`config.mk`:
```
export PLATFORM = sky130hd
export DESIGN_NAME = rsa_leak_monitor
export DESIGN_NICKNAME = d
export VERILOG_FILES = /design/src/rtl/rsa_mon_pkg.sv /design/src/rtl/finish_capture.sv /design/src/rtl/rsa_leak_monitor.sv
export SDC_FILE = /design/constraint.sdc
export NUM_CORES = 1
export LEC_CHECK = 0
export CORE_AREA = 2 2 102 104
export DETAILED_ROUTE_END_ITERATION = 8
export DIE_AREA = 0 0 104 106
export PLACE_DENSITY_LB_ADDON = 0.2
export SYNTH_ARGS = -nofsm -noshare
export SYNTH_HDL_FRONTEND = slang
export SYNTH_SLANG_ARGS = --single-unit
```
`constraint.sdc`:
```
create_clock -name clk -period 2 [get_ports clk]
set_clock_uncertainty 0.15 [all_clocks]
set_input_delay 0.4 -clock clk [delete_from_list [all_inputs] [get_ports clk]]
set_output_delay 0.4 -clock clk [all_outputs]
set_load 0.05 [all_outputs]
```
`src/rtl/rsa_mon_pkg.sv`:
```
// Shared types and defaults for the RSA self-composition leak monitor.
package rsa_mon_pkg;

  typedef enum logic [1:0] {
    IDLE = 2'd0,
    RUN  = 2'd1,
    DONE = 2'd2
  } mon_state_t;

  localparam int unsigned CNT_W_DEF   = 16;
  localparam int unsigned TIMEOUT_DEF = 32'h0000_FFFF;
  localparam logic [CNT_W_DEF-1:0] LAT_NONE = '1;

endpackage

```
`src/rtl/finish_capture.sv`:
```
// Per-copy capture of first-finish latency and decrypt check.
// Later finish pulses are ignored until the next clear.
module finish_capture
  import rsa_mon_pkg::*;
#(
  parameter int unsigned WIDTH = 8,
  parameter int unsigned CNT_W = CNT_W_DEF
) (
  input  logic                 clk,
  input  logic                 rst_n,
  input  logic                 clr,
  input  logic                 en,
  input  logic [CNT_W-1:0]     cyc,
  input  logic                 finish,
  input  logic [2*WIDTH-1:0]   m_dec,
  input  logic [2*WIDTH-1:0]   m_q,
  output logic                 seen,
  output logic [CNT_W-1:0]     lat,
  output logic                 err
);

  logic             seen_q;
  logic [CNT_W-1:0] lat_q;
  logic             err_q;

  always_ff @(posedge clk or negedge rst_n) begin
    if (!rst_n) begin
      seen_q <= 1'b0;
      lat_q  <= '0;
      err_q  <= 1'b0;
    end else if (clr) begin
      seen_q <= 1'b0;
      lat_q  <= '0;
      err_q  <= 1'b0;
    end else if (en && finish && !seen_q) begin
      seen_q <= 1'b1;
      lat_q  <= cyc;
      err_q  <= (m_dec != m_q);
    end
  end

  assign seen = seen_q;
  assign lat  = lat_q;
  assign err  = err_q;

endmodule

```
`src/rtl/rsa_leak_monitor.sv`:
```
// Leak monitor for two self-composed RSA copies: latency per copy, first
// finish divergence, decrypt check and run timeout. All outputs registered.
module rsa_leak_monitor
  import rsa_mon_pkg::*;
#(
  parameter int unsigned WIDTH   = 8,
  parameter int unsigned CNT_W   = CNT_W_DEF,
  parameter int unsigned TIMEOUT = TIMEOUT_DEF
) (
  input  logic                 clk,
  input  logic                 rst_n,
  input  logic                 KeyGenStart,
  input  logic [2*WIDTH-1:0]   m,
  input  logic                 finish_1,
  input  logic                 finish_2,
  input  logic [2*WIDTH-1:0]   m_decrypted_1,
  input  logic [2*WIDTH-1:0]   m_decrypted_2,
  output logic                 busy,
  output logic                 done,
  output logic                 leak,
  output logic [CNT_W-1:0]     diverge_cyc,
  output logic [CNT_W-1:0]     lat_1,
  output logic [CNT_W-1:0]     lat_2,
  output logic                 err_1,
  output logic                 err_2,
  output logic                 timeout
);

  localparam logic [CNT_W-1:0] TMO     = TIMEOUT[CNT_W-1:0];
  localparam logic [CNT_W-1:0] LAT_ALL = {CNT_W{1'b1}};

  mon_state_t         state_q, state_d;
  logic [2*WIDTH-1:0] m_q;
  logic [CNT_W-1:0]   cyc_q, cyc_d;
  logic [CNT_W-1:0]   diverge_q, diverge_d;
  logic               leak_q, leak_d;
  logic               timeout_q, timeout_d;

  logic               cap_en;
  logic               seen_1, seen_2;
  logic [CNT_W-1:0]   cap_lat_1, cap_lat_2;
  logic               both_fin;
  logic               at_limit;

  // A restart in the same cycle as a finish wins: capture is disabled.
  assign cap_en   = (state_q == RUN) && !KeyGenStart;
  assign both_fin = (seen_1 | finish_1) & (seen_2 | finish_2);
  assign at_limit = (cyc_q == TMO);

  always_comb begin
    state_d   = state_q;
    cyc_d     = cyc_q;
    diverge_d = diverge_q;
    leak_d    = leak_q;
    timeout_d = timeout_q;
    if (KeyGenStart) begin
      state_d   = RUN;
      cyc_d     = '0;
      diverge_d = '0;
      leak_d    = 1'b0;
      timeout_d = 1'b0;
    end else if (state_q == RUN) begin
      if (!at_limit) begin
        cyc_d = cyc_q + CNT_W'(1);
      end
      if ((finish_1 != finish_2) && !leak_q) begin
        leak_d    = 1'b1;
        diverge_d = cyc_q;
      end
      if (both_fin) begin
        state_d = DONE;
      end else if (at_limit) begin
        timeout_d = 1'b1;
        leak_d    = 1'b1;
        state_d   = DONE;
      end
    end
  end

  always_ff @(posedge clk or negedge rst_n) begin
    if (!rst_n) begin
      state_q   <= IDLE;
      m_q       <= '0;
      cyc_q     <= '0;
      diverge_q <= '0;
      leak_q    <= 1'b0;
      timeout_q <= 1'b0;
    end else begin
      state_q   <= state_d;
      cyc_q     <= cyc_d;
      diverge_q <= diverge_d;
      leak_q    <= leak_d;
      timeout_q <= timeout_d;
      if (KeyGenStart) begin
        m_q <= m;
      end
    end
  end

  finish_capture #(.WIDTH(WIDTH), .CNT_W(CNT_W)) u_cap_1 (
    .clk    (clk),
    .rst_n  (rst_n),
    .clr    (KeyGenStart),
    .en     (cap_en),
    .cyc    (cyc_q),
    .finish (finish_1),
    .m_dec  (m_decrypted_1),
    .m_q    (m_q),
    .seen   (seen_1),
    .lat    (cap_lat_1),
    .err    (err_1)
  );

  finish_capture #(.WIDTH(WIDTH), .CNT_W(CNT_W)) u_cap_2 (
    .clk    (clk),
    .rst_n  (rst_n),
    .clr    (KeyGenStart),
    .en     (cap_en),
    .cyc    (cyc_q),
    .finish (finish_2),
    .m_dec  (m_decrypted_2),
    .m_q    (m_q),
    .seen   (seen_2),
    .lat    (cap_lat_2),
    .err    (err_2)
  );

  // A copy that never finished before the timeout reports all-ones latency.
  assign lat_1       = (timeout_q && !seen_1) ? LAT_ALL : cap_lat_1;
  assign lat_2       = (timeout_q && !seen_2) ? LAT_ALL : cap_lat_2;
  assign busy        = (state_q == RUN);
  assign done        = (state_q == DONE);
  assign leak        = leak_q;
  assign timeout     = timeout_q;
  assign diverge_cyc = diverge_q;

endmodule

```
Yosys cells after proc, flatten, opt, wreduce, memory -nomap -nowiden
Cells that the tools add are included.
- bits in registers: 88
- input bits: 53
- output and inout bits: 54
- word-level logic and storage cells: 79
- add/subtract/negate cells: 1
- equal/unequal tests: 8
- multiplexer cells: 33
- bitwise operators: 3
- reduce and logical (&&, ||, !) cells: 22
- operator list (cell ; count):
    $mux W16 ; 12
    $ne A16 B16 Y1 ; 2
    $mux W1 ; 17
    $add A16 B1 Y16 const B ; 1
    $eq A16 B16 Y1 const B ; 1
    $reduce_bool A2 Y1 ; 5
    $logic_and A1 B1 Y1 ; 8
    $mux W2 ; 4
    $reduce_and A2 Y1 ; 3
    $logic_not A1 Y1 ; 4
    $ne A2 B2 Y1 const B ; 2
    $reduce_and A3 Y1 ; 1
    $reduce_bool A3 Y1 ; 1
    $eq A2 B1 Y1 const B ; 1
    $eq A2 B2 Y1 const B ; 1
    $or A1 B1 Y1 ; 2
    $and A1 B1 Y1 ; 1
    $ne A1 B1 Y1 ; 1

Logic depth before layout (Yosys ltp)
- depth after elaboration: 7
- mapped depth: 7
- mapped depth without buffers: 5

Hierarchy
From an unflattened synthesis, not the netlist that was laid out.
- cell total of the unflattened synthesis: 393
- area, all modules: 4304.1 µm²
- modules (own cells, without submodules) (module ; instances ; cells an instance ; area an instance (µm²) ; seq. area each (µm²)):
    rsa_leak_monitor ; 1 ; 265 ; 2575.0 ; 1301.2
    finish_capture ; 2 ; 64 ; 864.6 ; 450.4

Least setup slack after synthesis
No wires, ideal clock.
- path kind: register to output
- start: register timeout_q (netlist: timeout)
- end: output lat_1[10]
- arrival: 1499 ps
- required time: 1450 ps
- path slack: -49 ps
- stages on the path, launching flop included: 4
- buffers on the path: 1
- path through: dfrtp_1 nand2b_1 clkbuf_1 nand2b_1
- word-level cells in the longest chain between the ends: 2
- ends and longest elaborated chain (what ; line ; text):
    start: declaration ; rsa_leak_monitor.sv:37 ; logic timeout_q, timeout_d;
    start signal: assignment ; rsa_leak_monitor.sv:93 ; timeout_q <= timeout_d;
    $logic_and A1 B1 Y1 ; rsa_leak_monitor.sv:129 ; assign lat_1 = (timeout_q && !seen_1) ? LAT_ALL : cap_lat_1;
    $mux W16 ; rsa_leak_monitor.sv:129 ;
    end: declaration ; rsa_leak_monitor.sv:22 ; output logic [CNT_W-1:0] lat_1,
No other way between the ends.

Worst setup path after layout
- start: register u_cap_1.seen_q (netlist: u_cap_1.seen)
- end: output lat_1[8]
- word-level cells in the longest chain between the ends: 3
- ends and longest elaborated chain (what ; line ; text):
    start: declaration ; finish_capture.sv:22 ; logic seen_q;
    start signal: assignment ; finish_capture.sv:28 ; seen_q <= 1'b0;
    start signal: assignment ; finish_capture.sv:32 ; seen_q <= 1'b0;
    start signal: assignment ; finish_capture.sv:36 ; seen_q <= 1'b1;
    $logic_not A1 Y1 ; rsa_leak_monitor.sv:129 ;
    $logic_and A1 B1 Y1 ; rsa_leak_monitor.sv:129 ;
    $mux W16 ; rsa_leak_monitor.sv:129 ;
No other way between the ends.

==> metrics.md <==
| Metric | Value |
|---|---|
| Status | `completed` |
| Total GRT Usage | `20.9%` |
| Final WL | `10800 µm` |
| Setup ws final | `0.0317 ns` |
| Asr flop ratio synth | `100%` |
| Grt met3 use | `3.99%` |
| Synth Flop Type | `dfrtp_1` |
| Warnings from Yosys | `0` |
| GP Congestion | `0.842` |
| CTS tree | `yes` |
| DIE WIDTH | `104 µm` |
| Number of synthesized flops with an enable pin | `0` |
| Synthesized instance count | `428` |
| Grt met1 use | `27.8%` |
| Synthesized area | `4350 µm²` |
| CP dominant cell by count | `nand2b_1` |
| Pre-CTS WS | `-0.0106 ns` |
| Root Buffer | `clkbuf_8` |
| Worst slew pin tran | `0.430 ns` |
| Detailed-route DRC error count | `0` |
| Met2 usage | `34.5%` |
| Vias in the first global route | `3670` |
| Crit-path max FO | `16` |
| Commonest cells post-synth | `88 x dfrtp_1, 39 x nor2_1, 36 x a21oi_1` |
| Critical path type | `flip-flop to output pin` |
| Sequential-to-total area share from yosys stat | `50.6%` |
| Initial detailed-routing violation count | `238` |
| IO Pins | `107` |
| CTS Buffer Depth | `2` |
| Reg clk slew, reported paths | `0.09 ns` |
| Core Box Area | `10000 µm²` |
| Hold Vio Cnt, Final | `0` |
| Yosys top cell area share | `50.6%` |
| Worst-skew pair later-pin latency | `0.36 ns` |
| Top cells by area, synth | `dfrtp_1 51%, mux2i_1 7.4%, xnor2_1 6.6%` |
| Initial Utilization | `43.5%` |
| CP Capture Type | `output pin` |
| P_leak | `2.94 nW` |
| Design Area, Final | `6330 µm²` |
| First-pass iteration count of the detailed router | `5` |
| Req. time, crit path | `1.45 ns` |
| Hold crit path type | `input port to async pin` |
| FF+latch count, synth | `88` |
| # diodes | `0` |
| Tmin final | `1.97 ns` |
| Syn-to-layout area delta | `45.4%` |
| Vias/cell | `5.20` |
| Layout Nets | `608` |
| Std-Cell Rows | `37` |
| Crit path DAT | `1.42 ns` |
| H-tree Lvls | `3` |
| Share of layout cells above drive strength 1 | `24.5%` |
| Drt wl/cell | `15.6 µm` |
| Final ANT Viol Nets | `0` |
| Final core occ | `63.3%` |
| First-pass GRT wire length | `18500 µm` |
| Max Freq | `508 MHz` |
| Crit-path max cell delay | `0.41 ns` |
| DIE AREA | `11000 µm²` |
| Post-CTS Setup Bufs | `0` |
| MaxCap Viol Count | `0` |
| DR vias | `3614` |
| # clock sinks | `88` |
| Port bufs | `106` |
| Pwr dens | `598 nW/µm²` |
| Worst reg-to-reg setup slack | `0.09 ns` |
| Initial antenna violation count | `0` |
| DP HPWL | `8010 µm` |
| Rel. slew slack | `71.3%` |
| Avg Inst Size Synth | `10.2 µm²` |
| TritonCTS Buffers | `9` |
| Critical Path, Cell by Cell | `nand2b_1 -> buf_8 -> nand2b_1 -> buf_12` |
| Max rail drop VDD | `0.416 mV` |
| Final Cycle Share | `98.4%` |
| CP Launch Type | `flip-flop` |
| Largest net degree at the start of global routing | `72` |
| Total grt overflow | `0` |
| RSZ-0062 raised after global routing | `true` |
| Yosys top cell by area | `dfrtp_1` |
| Cell with the most instances after synthesis | `dfrtp_1` |
| Grt peak-use layer | `met2` |
| Placed standard-cell area | `6070 µm²` |
| Chip height | `106 µm` |
| Final setup viols | `0` |
| Syn Nets | `482` |
| R2R cell count | `6` |
| Slew Limit Fails | `0` |
| Synth cell types | `33` |
| Critical path's slowest cell | `dfrtp_1` |
[cell type report]
class	instances	area (µm²)
Fill cell	846	3670
Clock buffer	9	124
Clock inverter	7	72.6
Timing Repair Buffer	145	1700
Sequential cell	88	2200
Tap cell	136	170
Inverter	7	28.8
Multi-Input combinational cell	303	2040
[power by group]
| part | total, mW | internal, mW | switching (mW) | leakage [nW] |
|---|---|---|---|---|
| sequential | 1.90 | 1.84 | 0.0602 | 1.18 |
| clock | 1.21 | 0.576 | 0.635 | 0.0952 |
| combinational | 0.674 | 0.339 | 0.335 | 1.66 |
| total | 3.78 | 2.75 | 1.03 | 2.94 |
[flip-flops by register name (all words and copies together) (netlist names)]
register      count
cyc_q            16
diverge_cyc      16
leak              1
m_q              16
state_q           2
timeout           1
u_cap_1.err       1
u_cap_1.lat      16
u_cap_1.seen      1
u_cap_2.err       1
u_cap_2.lat      16
u_cap_2.seen      1
[cell families (layout without fill, tap and decap cells)]
logic type / after synthesis / after routing / share of synthesized area (%)
and+or+nand+nor: 161 / 161 / 19.5
DFF: 88 / 88 / 50.6
AOI/OAI and AO/OA: 60 / 60 / 7.76
muxes: 48 / 48 / 11.5
buffers and inverters: 37 / 168 / 3.71
xor gates and xnor gates: 33 / 33 / 6.64
adders and majority gates: 1 / 1 / 0.287
[per-layer routing]
layer | vias up | wire length (µm)
met2 | 115 | 5140
met5 | - | 0
met4 | 0 | 155
li1 | 1734 | -
met3 | 14 | 578
met1 | 1751 | 4940
[placed cells by master, fill, tap and decap left out, types with 2 or more instances in the layout]
| cell | netlist | layout |
|---|---|---|
| and4_1 | 2 | 2 |
| o21ai_0 | 8 | 8 |
| clkinvlp_4 | 0 | 2 |
| nor2_1 | 39 | 39 |
| or4_1 | 9 | 9 |
| inv_1 | 7 | 6 |
| clkinv_4 | 0 | 2 |
| nand2b_1 | 35 | 29 |
| nand2b_4 | 0 | 5 |
| o31ai_1 | 12 | 12 |
| nand2_1 | 35 | 35 |
| clkinv_2 | 0 | 2 |
| nor4_1 | 3 | 2 |
| nand3b_1 | 3 | 3 |
| buf_4 | 2 | 54 |
| clkbuf_8 | 0 | 9 |
| nor3_1 | 2 | 2 |
| a21oi_1 | 36 | 36 |
| nand4_1 | 13 | 13 |
| nand3_1 | 9 | 9 |
| dfrtp_1 | 88 | 88 |
| mux2_2 | 16 | 16 |
| buf_12 | 0 | 38 |
| clkdlybuf4s50_1 | 0 | 50 |
| mux2i_1 | 32 | 32 |
| or3_1 | 6 | 6 |
| xnor2_1 | 33 | 33 |
[repair_timing]
| item | CTS | global route |
|---|---|---|
| pin swaps | 0 | 0 |
| gates cloned | 0 | 0 |
| endpoints found under the setup margin | 5 | 23 |
| resized for setup | 3 | 7 |
| endpoints found under the hold margin | 28 | 0 |
| hold buffers | 1 | 0 |
[worst max-delay path: cells and delay by family, from the launching register on]
| family | cells | cell delay, ns |
|---|---|---|
| simple gates | 2 | 0.32 |
| flops | 1 | 0.41 |
| buf+inv | 2 | 0.32 |
[per-stage QoR]
step / power [mW] / hold slack (ns) / setup TNS (ns) / std cells
after global placement: 2.59 / 0.218 / 0 / 678
final: 3.78 / 0.368 / 0 / 695
after CTS: 3.83 / 0.366 / 0 / 695
after global routing: 3.97 / 0.393 / -0.643 / 695
after detailed placement: 2.61 / 0.222 / -0.0302 / 678
after floorplan: 2.28 / -0.0456 / -0.973 / 428
[final timing paths]
| kind | start | end |
|---|---|---|
| max reg2reg | cyc_q[0] | cyc_q[2] |
| min in group clk | u_cap_2.lat[4] | u_cap_2.lat[4] |
| min reg2reg | u_cap_2.lat[4] | u_cap_2.lat[4] |
| max in group asynchronous | rst_n | cyc_q[5] |
| max | u_cap_1.seen | lat_1[8] |
| min | rst_n | m_q[1] |
Power figures use the tool's default switching activity.
==> edit 1: new RTL, config.mk and constraints unchanged <==
The 3 states of `mon_state_t` get a one-hot encoding in 3 bits.
--- a/src/rtl/rsa_mon_pkg.sv
+++ b/src/rtl/rsa_mon_pkg.sv
@@ -1,10 +1,10 @@
 // Shared types and defaults for the RSA self-composition leak monitor.
 package rsa_mon_pkg;
 
-  typedef enum logic [1:0] {
-    IDLE = 2'd0,
-    RUN  = 2'd1,
-    DONE = 2'd2
+  typedef enum logic [2:0] {
+    IDLE = 3'b001,
+    RUN  = 3'b010,
+    DONE = 3'b100
   } mon_state_t;
 
   localparam int unsigned CNT_W_DEF   = 16;
Behaviour: same outputs for any inputs over 4 cycles, from zero or initial values and one cycle with rst_n low; so few cycles prove little.
==> edit 1 against the unedited design <==
The run now ends with setup timing left. Sequential cell count grew 1. Global-route usage grew 0.51 points. Combinational power grew 18%. Final area grew 3.7%. Register-to-register slack lost 0.15 ns. Setup slack lost 0.088 ns. Area after synthesis grew 0.46%. Power grew 2.2%. Utilization grew 2.3 points. Sequential share of layout area shrank 0.84 points. Routed wire length grew 4.5%. Critical path type is now reg2reg.
==> edit 1: results (changes against the unedited design) <==
metric	value	unit	change
Final #Nets	619		was 608
share of layout cells above drive strength 1	31.58	%	was 24.51%
top cells by area, synth	dfrtp_1, mux2i_1, xnor2_1, nand2b_1, mux2_2		was dfrtp_1, mux2i_1, xnor2_1, nand2b_1, a21oi_1
CP arrival	2.19	ns	was 1.42 ns
Detailed Routing Iterations Pass 1	4		was 5
Post-Syn Nets	487		was 482
placed instance area	6190	um^2	was 6073 um^2
DR WL/cell	16.00	um	was 15.56 um
gp weighted congestion	0.8534		was 0.8418
DR iter-0 viols	219		was 238
leakage	2.997	nW	was 2.936 nW
slowest stage delay, CP	0.48	ns	was 0.41 ns
buffer count from post-CTS setup fixing	2		was 0
endpoints failing setup	3		was 0
metal2 WL	5.780	mm	was 5.142 mm
Worst slew margin	54.09	%	was 71.34%
wire length on met1	4.658	mm	was 4.937 mm
sequential cell area fraction in the yosys report	50.96	%	was 50.59%
routed wl met3	582	um	was 578 um
status	finished with violations		was complete, no violations
setup ws final	-0.05583	ns	was 0.03172 ns
M1 GR Usage	26.87	%	was 27.80%
crit path max fanout	5		was 16
Synth cell types	37		was 33
HP Class	in2reg		was in2async
Fillers	812		was 846
first-pass GRT wire length	18.56	mm	was 18.48 mm
list of most frequent post-synthesis cells	dfrtp_1, nor2_1, nand2b_1		was dfrtp_1, nor2_1, a21oi_1
reg-to-reg startpoint	state_q[0]		was cyc_q[0]
failing checks	setup timing		
dpl cells	685		was 678
GRT met2 Usage	37.12	%	was 34.54%
vias in the first global route	3770		was 3670
vias per cell	5.231		was 5.200
-- edit 1: where the power goes --
group	internal (mW)	leakage, nW	switching [mW]
clock	0.518	0.0846	0.628
sequential	1.87	1.19	0.0643
combinational	0.403	1.72	0.390
-- edit 1: how the worst max path moves through the flow --
stage | start | endpoint | slack (ns) | depth (start not counted)
after global routing | cyc_q[1] | cyc_q[11] | -0.12 | 6
after floorplan | state_q[0] | cyc_q[13] | -0.13 | 6
after CTS | state_q[2] | cyc_q[13] | -0.07 | 4
after global placement | m_decrypted_1[5] | u_cap_1.err | -0.20 | 6
final | state_q[0] | cyc_q[13] | -0.06 | 4
after detailed placement | m_decrypted_1[8] | u_cap_1.err | -0.19 | 6
-- edit 1: through the flow --
step / setup slack (ns) / power [mW] / hold WS (ns) / utilization [%]
after global routing: -0.1190 / 4.031 / 0.2528 / 65.64
after global placement: -0.1968 / 2.697 / 0.2128 / 61.90
after floorplan: -0.1339 / 2.367 / -0.04559 / -
after detailed placement: -0.1851 / 2.713 / 0.2177 / 61.90
after CTS: -0.06600 / 3.879 / 0.2316 / 64.31
final: -0.05583 / 3.868 / 0.2534 / 65.64
-- edit 1: cell type report --
| class | count | area share [%] |
|---|---|---|
| clock buffer | 12 | 2.364 |
| multi-input combinational | 309 | 33.19 |
| sequential | 89 | 33.95 |
| clock inverter | 4 | 0.4194 |
| tap | 136 | 2.592 |
| inverter | 4 | 0.2669 |
| timing repair buffer | 152 | 27.22 |
-- edit 1: logic make-up (layout without fill, tap and decap cells) --
family	after synthesis	after routing	share of synthesized area, %
fa+ha+maj	1	1	0.2861
compound gates	55	55	6.896
buf+inv	35	172	3.319
flops	89	89	50.96
xor+xnor	33	33	6.610
simple gates	170	170	20.00
mux	50	50	11.93
==> edit 2: new RTL, config.mk and constraints unchanged <==
Without the edit above. `WIDTH` is set to 8 in 2 places; all go to 7.
--- a/src/rtl/finish_capture.sv
+++ b/src/rtl/finish_capture.sv
@@ -3,7 +3,7 @@
 module finish_capture
   import rsa_mon_pkg::*;
 #(
-  parameter int unsigned WIDTH = 8,
+  parameter int unsigned WIDTH = 7,
   parameter int unsigned CNT_W = CNT_W_DEF
 ) (
   input  logic                 clk,
--- a/src/rtl/rsa_leak_monitor.sv
+++ b/src/rtl/rsa_leak_monitor.sv
@@ -3,7 +3,7 @@
 module rsa_leak_monitor
   import rsa_mon_pkg::*;
 #(
-  parameter int unsigned WIDTH   = 8,
+  parameter int unsigned WIDTH   = 7,
   parameter int unsigned CNT_W   = CNT_W_DEF,
   parameter int unsigned TIMEOUT = TIMEOUT_DEF
 ) (
Ports: changed (resized m, m_decrypted_1 and m_decrypted_2); port bits go from 107 to 101. The function was not compared with the original's and may differ.
==> edit 2 against the unedited design <==
Power shrank 1.8%. Synthesized cell count shrank 1.9%. Critical path depth is the same. Sequential cell count shrank 2. Area after synthesis shrank 2.5%. Hold slack lost 0.089 ns. First-iteration DRC count shrank 15%. Final area shrank 2.8%. Setup slack gained 0.012 ns. Routed wire length grew 1.5%. Critical endpoint is now lat_1[4]. Largest power group unchanged.
==> edit 2: results (changes against the unedited design) <==
metric	value	unit	change
status	complete, no violations		unchanged
largest net degree at the start of global routing	87		was 72
pre-CTS setup slack	0.01514	ns	was -0.01057 ns
PortBufs	100		was 106
Final #Nets	593		was 608
leakage	2.896	nW	was 2.936 nW
Synth cell types	32		was 33
sequential cell area fraction in the yosys report	50.72	%	was 50.59%
share of layout cells above drive strength 1	24.59	%	was 24.51%
hold path endpoint	m_q[8]		
DR WL/cell	16.03	um	was 15.56 um
gp weighted congestion	0.8271		was 0.8418
Total GRT Usage	20.59	%	was 20.88%
list of most frequent post-synthesis cells	dfrtp_1, nor2_1, nand2_1		was dfrtp_1, nor2_1, a21oi_1
Max VDD drop	0.3571	mV	was 0.4161 mV
first-pass GRT wire length	18.15	mm	was 18.48 mm
Post-Syn Instances	420		was 428
Detailed Routing Iterations Pass 1	4		was 5
HP Class	in2reg		was in2async
dpl cells	662		was 678
DP Wirelength	7.796	mm	was 8.006 mm
total number of vias	3584		was 3614
Worst Max-Slew Pin Slew	0.4617	ns	was 0.4299 ns
top cells by area, synth	dfrtp_1, mux2i_1, xnor2_1, nand2b_1, a21oi_1		unchanged
DR iter-0 viols	203		was 238
Post-Syn Nets	468		was 482
[edit 2: power by group]
part | leakage [nW] | total [mW] | switching [mW] | internal, mW
combinational | 1.64 | 0.671 | 0.339 | 0.332
clock | 0.0952 | 1.19 | 0.594 | 0.601
sequential | 1.16 | 1.85 | 0.0574 | 1.79
total | 2.90 | 3.72 | 0.990 | 2.73
[edit 2: logic make-up after synthesis]
family,count (synthesis),share of synthesized area (%)
fa+ha+maj,1,0.2949
flops,86,50.72
mux,46,11.27
buf+inv,37,3.804
compound gates,60,7.963
xor+xnor,29,5.986
simple gates,161,19.97
[edit 2: metrics by stage]
step / TNS [ns] / cell area, um^2 / hold slack [ns]
floorplan: -0.9731 / 4243 / -0.04559
global placement: 0 / 5876 / 0.3261
detailed placement: 0 / 5876 / 0.3323
CTS: 0 / 6082 / 0.2648
global route: -0.1438 / 6153 / 0.2875
finish: 0 / 6153 / 0.2795
[edit 2: area by class of cell]
type                       count  area, um^2
clock inverter                 4       47.55
clock buffer                  11       141.4
multi-input combinational    297        1951
fill                         862        3846
sequential                    86        2152
tap                          136       170.2
inverter                       7       26.28
timing repair buffer         144        1665
[edit 2: per-layer routing]
layer  GRT usage, %  share of wire, %  vias to the layer above
met1          27.76                47                     1755
met3          4.598               5.6                        6
met2          33.41                47                      122
met5              0                 0                        -
met4          6.178               1.0                        0
li1               -                 -                     1701
[edit 2: worst max path at each step]
stage	slack (ns)	start	end	cells past startpoint
3_5_place_dp	0.02	finish_2	diverge_cyc[4]	7
2_1_floorplan	-0.05	timeout	lat_1[10]	3
6_report	0.04	u_cap_1.seen	lat_1[4]	4
5_1_grt	-0.02	timeout	lat_2[4]	4
3_3_place_gp	0.07	m_decrypted_1[4]	u_cap_1.err	6
4_1_cts	0.005	state_q[1]	busy	4
